[src/rtl/div_unit.sv]
// Multi-cycle restoring divider for the EX stage; drives the pipeline stall request.
// Optional signed support (DIV) is built only when DIV_SIGNED_EN is defined.
module div_unit #(
  parameter int unsigned WIDTH = 32
) (
  input  logic               clk,
  input  logic               rst,
  input  logic               start_i,
  input  logic               annul_i,
  input  logic               signed_div_i,
  input  logic [WIDTH-1:0]   opdata1_i,
  input  logic [WIDTH-1:0]   opdata2_i,
  output logic [2*WIDTH-1:0] result_o,
  output logic               ready_o,
  output logic               stallreq_o
);

  localparam int unsigned CNT_W  = 6;
  localparam int unsigned PART_W = 2*WIDTH + 1;

  localparam logic [1:0] S_FREE   = 2'b00;
  localparam logic [1:0] S_BYZERO = 2'b01;
  localparam logic [1:0] S_ON     = 2'b10;
  localparam logic [1:0] S_END    = 2'b11;

  logic [1:0]         r_state,   w_state_nxt;
  logic [CNT_W-1:0]   r_cnt,     w_cnt_nxt;
  logic [PART_W-1:0]  r_part,    w_part_nxt;
  logic [WIDTH-1:0]   r_divisor, w_divisor_nxt;
  logic               r_neg_q,   w_neg_q_nxt;
  logic               r_neg_r,   w_neg_r_nxt;
  logic               r_ready,   w_ready_nxt;
  logic [2*WIDTH-1:0] r_result,  w_result_nxt;

  logic [WIDTH-1:0]   w_mag_a;
  logic [WIDTH-1:0]   w_mag_b;
  logic               w_neg_q_in;
  logic               w_neg_r_in;
  logic [PART_W:0]    w_shift;
  logic [WIDTH+1:0]   w_trial;
  logic [PART_W-1:0]  w_part_step;
  logic [WIDTH-1:0]   w_quot_fin;
  logic [WIDTH-1:0]   w_rem_fin;

`ifdef DIV_SIGNED_EN
  logic w_neg_a;
  logic w_neg_b;

  assign w_neg_a    = signed_div_i & opdata1_i[WIDTH-1];
  assign w_neg_b    = signed_div_i & opdata2_i[WIDTH-1];
  assign w_mag_a    = w_neg_a ? -opdata1_i : opdata1_i;
  assign w_mag_b    = w_neg_b ? -opdata2_i : opdata2_i;
  assign w_neg_q_in = w_neg_a ^ w_neg_b;
  assign w_neg_r_in = w_neg_a;
  // Quotient negated on sign mismatch; remainder follows the dividend.
  assign w_quot_fin = r_neg_q ? -w_part_step[WIDTH-1:0]       : w_part_step[WIDTH-1:0];
  assign w_rem_fin  = r_neg_r ? -w_part_step[2*WIDTH-1:WIDTH] : w_part_step[2*WIDTH-1:WIDTH];
`else
  logic w_unused_signed;

  assign w_unused_signed = signed_div_i ^ r_neg_q ^ r_neg_r;
  assign w_mag_a         = opdata1_i;
  assign w_mag_b         = opdata2_i;
  assign w_neg_q_in      = 1'b0;
  assign w_neg_r_in      = 1'b0;
  assign w_quot_fin      = w_part_step[WIDTH-1:0];
  assign w_rem_fin       = w_part_step[2*WIDTH-1:WIDTH];
`endif

  // One restoring step: shift, trial-subtract from the upper bits, keep or restore.
  assign w_shift     = {r_part, 1'b0};
  assign w_trial     = w_shift[PART_W:WIDTH] - {2'b00, r_divisor};
  assign w_part_step = w_trial[WIDTH+1] ? w_shift[PART_W-1:0]
                                        : {w_trial[WIDTH:0], w_shift[WIDTH-1:1], 1'b1};

  always_comb begin
    w_state_nxt   = r_state;
    w_cnt_nxt     = r_cnt;
    w_part_nxt    = r_part;
    w_divisor_nxt = r_divisor;
    w_neg_q_nxt   = r_neg_q;
    w_neg_r_nxt   = r_neg_r;
    w_ready_nxt   = r_ready;
    w_result_nxt  = r_result;
    case (r_state)
      S_FREE: begin
        if (start_i && !annul_i) begin
          if (opdata2_i == '0) begin
            w_state_nxt = S_BYZERO;
          end else begin
            w_state_nxt   = S_ON;
            w_part_nxt    = {(WIDTH+1)'(0), w_mag_a};
            w_divisor_nxt = w_mag_b;
            w_neg_q_nxt   = w_neg_q_in;
            w_neg_r_nxt   = w_neg_r_in;
            w_cnt_nxt     = '0;
          end
        end
      end
      S_BYZERO: begin
        w_state_nxt  = S_END;
        w_ready_nxt  = 1'b1;
        w_result_nxt = '0;
      end
      S_ON: begin
        if (annul_i) begin
          w_state_nxt = S_FREE;
        end else begin
          w_part_nxt = w_part_step;
          w_cnt_nxt  = r_cnt + CNT_W'(1);
          if (r_cnt == CNT_W'(WIDTH-1)) begin
            w_state_nxt  = S_END;
            w_ready_nxt  = 1'b1;
            w_result_nxt = {w_rem_fin, w_quot_fin};
          end
        end
      end
      S_END: begin
        if (!start_i) begin
          w_state_nxt  = S_FREE;
          w_ready_nxt  = 1'b0;
          w_result_nxt = '0;
        end
      end
      default: begin
        w_state_nxt = S_FREE;
      end
    endcase
  end

  always_ff @(posedge clk) begin
    if (rst) begin
      r_state   <= S_FREE;
      r_cnt     <= '0;
      r_part    <= '0;
      r_divisor <= '0;
      r_neg_q   <= 1'b0;
      r_neg_r   <= 1'b0;
      r_ready   <= 1'b0;
      r_result  <= '0;
    end else begin
      r_state   <= w_state_nxt;
      r_cnt     <= w_cnt_nxt;
      r_part    <= w_part_nxt;
      r_divisor <= w_divisor_nxt;
      r_neg_q   <= w_neg_q_nxt;
      r_neg_r   <= w_neg_r_nxt;
      r_ready   <= w_ready_nxt;
      r_result  <= w_result_nxt;
    end
  end

  assign ready_o    = r_ready;
  assign result_o   = r_result;
  assign stallreq_o = start_i && !r_ready;

endmodule
[config.mk]
export PLATFORM = sky130hd
export DESIGN_NAME = div_unit
export DESIGN_NICKNAME = d
export VERILOG_FILES = /design/src/rtl/div_unit.sv
export SDC_FILE = /design/constraint.sdc
export NUM_CORES = 1
export LEC_CHECK = 0
export CORE_MARGIN = 4
export CORE_UTILIZATION = 29
export DETAILED_ROUTE_END_ITERATION = 7
export GPL_ROUTABILITY_DRIVEN = 0
export GPL_TIMING_DRIVEN = 1
export PLACE_DENSITY = 0.47
export SLEW_MARGIN = 20
export SYNTH_ARGS = -nofsm -noshare
export SYNTH_HDL_FRONTEND = slang
export SYNTH_SLANG_ARGS = --single-unit
export TNS_END_PERCENT = 30
[constraint.sdc]
create_clock -name clk -period 8.6 [get_ports clk]
set_input_delay 1.72 -clock clk [delete_from_list [all_inputs] [get_ports clk]]
set_output_delay 1.72 -clock clk [all_outputs]
set_load 0.1 [all_outputs]
==> results.md <==
- Register area share after synthesis: 40.1%
- First-pass GRT wire length: slightly above 40000 um
- M1 wire length: 12100 um
- CP Capture Type: output pin
- CTS max path bufs: 2
- Worst-path cell chain: clkdlybuf4s50_1 -> inv_1 -> nor2_1 -> clkdlybuf4s50_1
- Layout area overhead: 26.2%
- Vias: 7829
- Crit Path Class: input pin to output pin
- Clock sink count: between 150 and 200
- Sequential share of power: 41.5%
- Die height: 179 um
- Outcome: finished clean
- Hold Path Sink: result_o[49]$_SDFFE_PP0P_
- Number of setup violations in the final report: 0
- H-tree depth: 4
- Startpoint types: input pin
- Max Used Layer: met4
- Arr. time, crit path: 3.66 ns
- Final worst path period need: 5.38 ns
- Mapped Cells: 1078
- Final Cell Area: approximately 11000 um^2
- CP Buf/Inv Count: 3
- CTS clk-pin slew, worst paths: 0.06 ns
- R2r worst-path depth: 9
- Final number of hold-violating endpoints: 0
- Clock root cell: clkbuf_16
- Pin count of the biggest net entering global routing: 75
- Met3 routed wirelength: between 1500 and 2000 um
- R2R Setup Slk: 4.46 ns
- Max Slew Vio Count: 0
- Number of max-cap violations: 0
- CP top delay family: buffers and inverters
- Num ports: 135
- Mapped Area: 8490 um^2
- Placement Setup Slack: approximately 3.2 ns
- P_leak: 3.87 nW
- CP Data Required Time: 6.88 ns
- Per-cell routed wire length: 16.3 um
- Max-slew headroom: 30.2%
- Pwr/cell area: 186 nW/um^2
- Switching pwr: 0.000569 W
- CTS Hold Bufs: 0
- Crit path max fanout: 5
- WL final: approximately 26000 um
- RSZ-0062 raised after global routing: false
- Fin crit share: 62.5%
- Clock Power Share: 41.8%
- Yosys reg bits: 170
- Synth async-reset ratio: 0%
- Cell repeated most along the worst path: clkdlybuf4s50_1
- Syn nets: between 1000 and 1500
- Fin Clk Skew: 0.0103 ns
- WL met2: ~11000 um
- Setup_tns: 0 ns
- Global Route Usage Sum: 16.2%
- Final worst setup slack: 3.22 ns
- Vias per cell: about 5.0
- Synth Area per Inst: 7.87 um^2
- Nets@finish: 1274
- Fraction of layout instances using a drive strength above 1: 5.15%
- IO Port Bufs: approximately 130
- Net Sw Frac: 28.6%
- Max frequency: roughly 190 MHz
- Clock latency at the later pin of the worst-skew pair: 0.43 ns
- Synth Flop Type: dfxtp_1
- Distinct cell type count after synthesis: 63
- Core box area: between 20000 and 30000 um^2
- Critical Path Max Stage Delay: about 1.2 ns
- Post-synth EDFFs: 0
- Initial antenna violation count: 0
- Post-DP HPWL: 17800 um
- Gr ovfl total: 0
- Comb pwr share: 16.7%
- DR iter-0 viols: 435
- FF-to-FF End: result_o[62]$_SDFFE_PP0P_
- DRT antenna net count: 0
- Drt pass-1 iters: 5
- CTS tree: done
- Die ar.: around 32000 um^2
- Int Pwr: 0.00142 W
- Vias in the first global route: 7747
- Initial Util: 29.5%
- Post-CTS Setup Bufs: 0
- Final core utilization: a little under two fifths
- Hold_sp: result_o[49]$_SDFFE_PP0P_
- Post-route DRC: 0
- Placed Area: 10100 um^2
- Worst-Margin Slew: 1.04 ns
- Total Power: 0.00199 W
- Min-Delay Path Class: flip-flop to flip-flop
- Ant diodes: 0
- Slowest-stage cell, CP: clkdlybuf4s50_1
- Ys Warns: 0
- WHS Path Cells: 2
- R2R Path Start: r_part[60]$_SDFFE_PP0P_
- Die Wd: 179 um
- Num rows: 62
- CTS buffer count: 17
- VDD IR-drop max: 111 uV
- PostCTS Resize Cnt: 0
## worst max path at each step
stage                       endpoint     from  cells after the start  slack (ns)
after floorplan           stallreq_o  start_i                      2        3.86
after global placement    stallreq_o  start_i                      4        3.21
after detailed placement  stallreq_o  start_i                      4        3.22
after CTS                 stallreq_o  start_i                      4        3.21
after global routing      stallreq_o  start_i                      4        3.09
final                     stallreq_o  start_i                      4        3.22
## state kept, by name (all words and copies together) (netlist names)
| register | cells |
|---|---|
| r_cnt | 6 |
| result_o | 64 |
| r_divisor | 32 |
| ready_o | 1 |
| r_state | 2 |
| r_part | 65 |
## per-layer routing
metal	GRT usage (%)	up-vias
li1	-	3982
met1	21.6	3646
met2	25.7	175
met3	4.49	26
met4	4.54	0
met5	0	-
## synthesized netlist by cell type, types with 2 or more instances
library cell  number  share of area [%]
buf_12             2               0.47
a21boi_0           2               0.18
nor2b_1            5               0.37
nand2_1          236                 10
xnor2_1           19                2.0
a31oi_1           10               0.74
nand2b_1           3               0.22
nor4_1             9               0.66
xor2_1             8               0.83
dfxtp_1          170                 40
o21bai_1           5               0.44
clkbuf_1          61                2.7
mux2i_1           25                2.9
and2_1             3               0.22
o21a_1             5               0.44
nor3_1             9               0.53
o31a_1             2               0.21
a22o_1             6               0.62
buf_6              3               0.40
and4b_1            2               0.24
nor2_1            76                3.4
o21ai_1           20                1.2
nand3_1           41                2.4
a311oi_1          32                3.3
a211oi_1           9               0.80
a32oi_1           15                1.5
a21o_1            12                1.1
buf_2              2               0.12
inv_1             46                2.0
and3_1             3               0.22
nand4_1            7               0.52
mux2_2             4               0.53
ha_1              33                4.9
a22oi_1            2               0.18
o211ai_1           6               0.53
o21ai_0           58                3.4
a21oi_1           98                5.8
or3_1              4               0.29
## through the flow
stage	cells	hold WS (ns)
2_1_floorplan	1078	0.436
3_3_place_gp	1536	0.435
3_5_place_dp	1536	0.442
4_1_cts	1568	0.451
5_1_grt	1568	0.470
6_report	1568	0.447
## layout make-up
cell class / count / area, um^2
Clock buffer: 18 / 439
Clock inverter: 14 / 184
Fill cell: 3020 / 18100
Inverter: 46 / 173
Multi-Input combinational cell: 793 / 4620
Sequential cell: 170 / 3400
Tap cell: 384 / 480
Timing Repair Buffer: 143 / 1400
## worst register-to-register path, cell delays in order, from the launching register on
cell and delay (ns):
dfxtp_1 0.35, ha_1 0.42, a211oi_1 0.37, o311ai_1 0.18, a211oi_1 0.38, mux2_2 0.39, a311oi_2 0.34, and3_2 0.89
nand2_1 0.46, o21ai_0 0.27
## cell families (layout without fill, tap and decap cells)
| logic type | Yosys count | count (layout) | share of synthesized area [%] |
|---|---|---|---|
| XOR/XNOR | 27 | 27 | 2.79 |
| AO/OA/AOI/OAI | 300 | 300 | 22.5 |
| adder cells (fa/ha/maj) | 34 | 34 | 5.10 |
| multiplexers | 29 | 29 | 3.48 |
| AND/OR/NAND/NOR | 403 | 403 | 20.2 |
| flip-flops | 170 | 170 | 40.1 |
| buffers and inverters | 115 | 221 | 5.81 |
## power groups by stage
stage / logic (W) / clock network (W) / registers, W
finish: 0.000332 / 0.000830 / 0.000825
global route: 0.000369 / 0.000885 / 0.000828
CTS: 0.000334 / 0.000858 / 0.000825
detailed placement: 0.000332 / 0 / 0.000843
global placement: 0.000333 / 0 / 0.000843
floorplan: 0.000241 / 0 / 0.000838
## layout by cell type, fill, tap and decap left out, types with 6 or more instances in the layout
cell type	n
nand2_1	236
dfxtp_1	170
clkdlybuf4s50_1	132
a21oi_1	97
nor2_1	73
o21ai_0	58
inv_1	46
nand3_1	41
ha_1	33
a311oi_1	32
mux2i_1	25
o21ai_1	20
xnor2_1	19
clkbuf_16	17
a32oi_1	15
a21o_1	12
buf_4	11
a31oi_1	10
nor3_1	9
a211oi_1	9
nor4_1	9
xor2_1	8
nand4_1	7
a22o_1	6
o211ai_1	6
(Power assumes the default switching activity.)
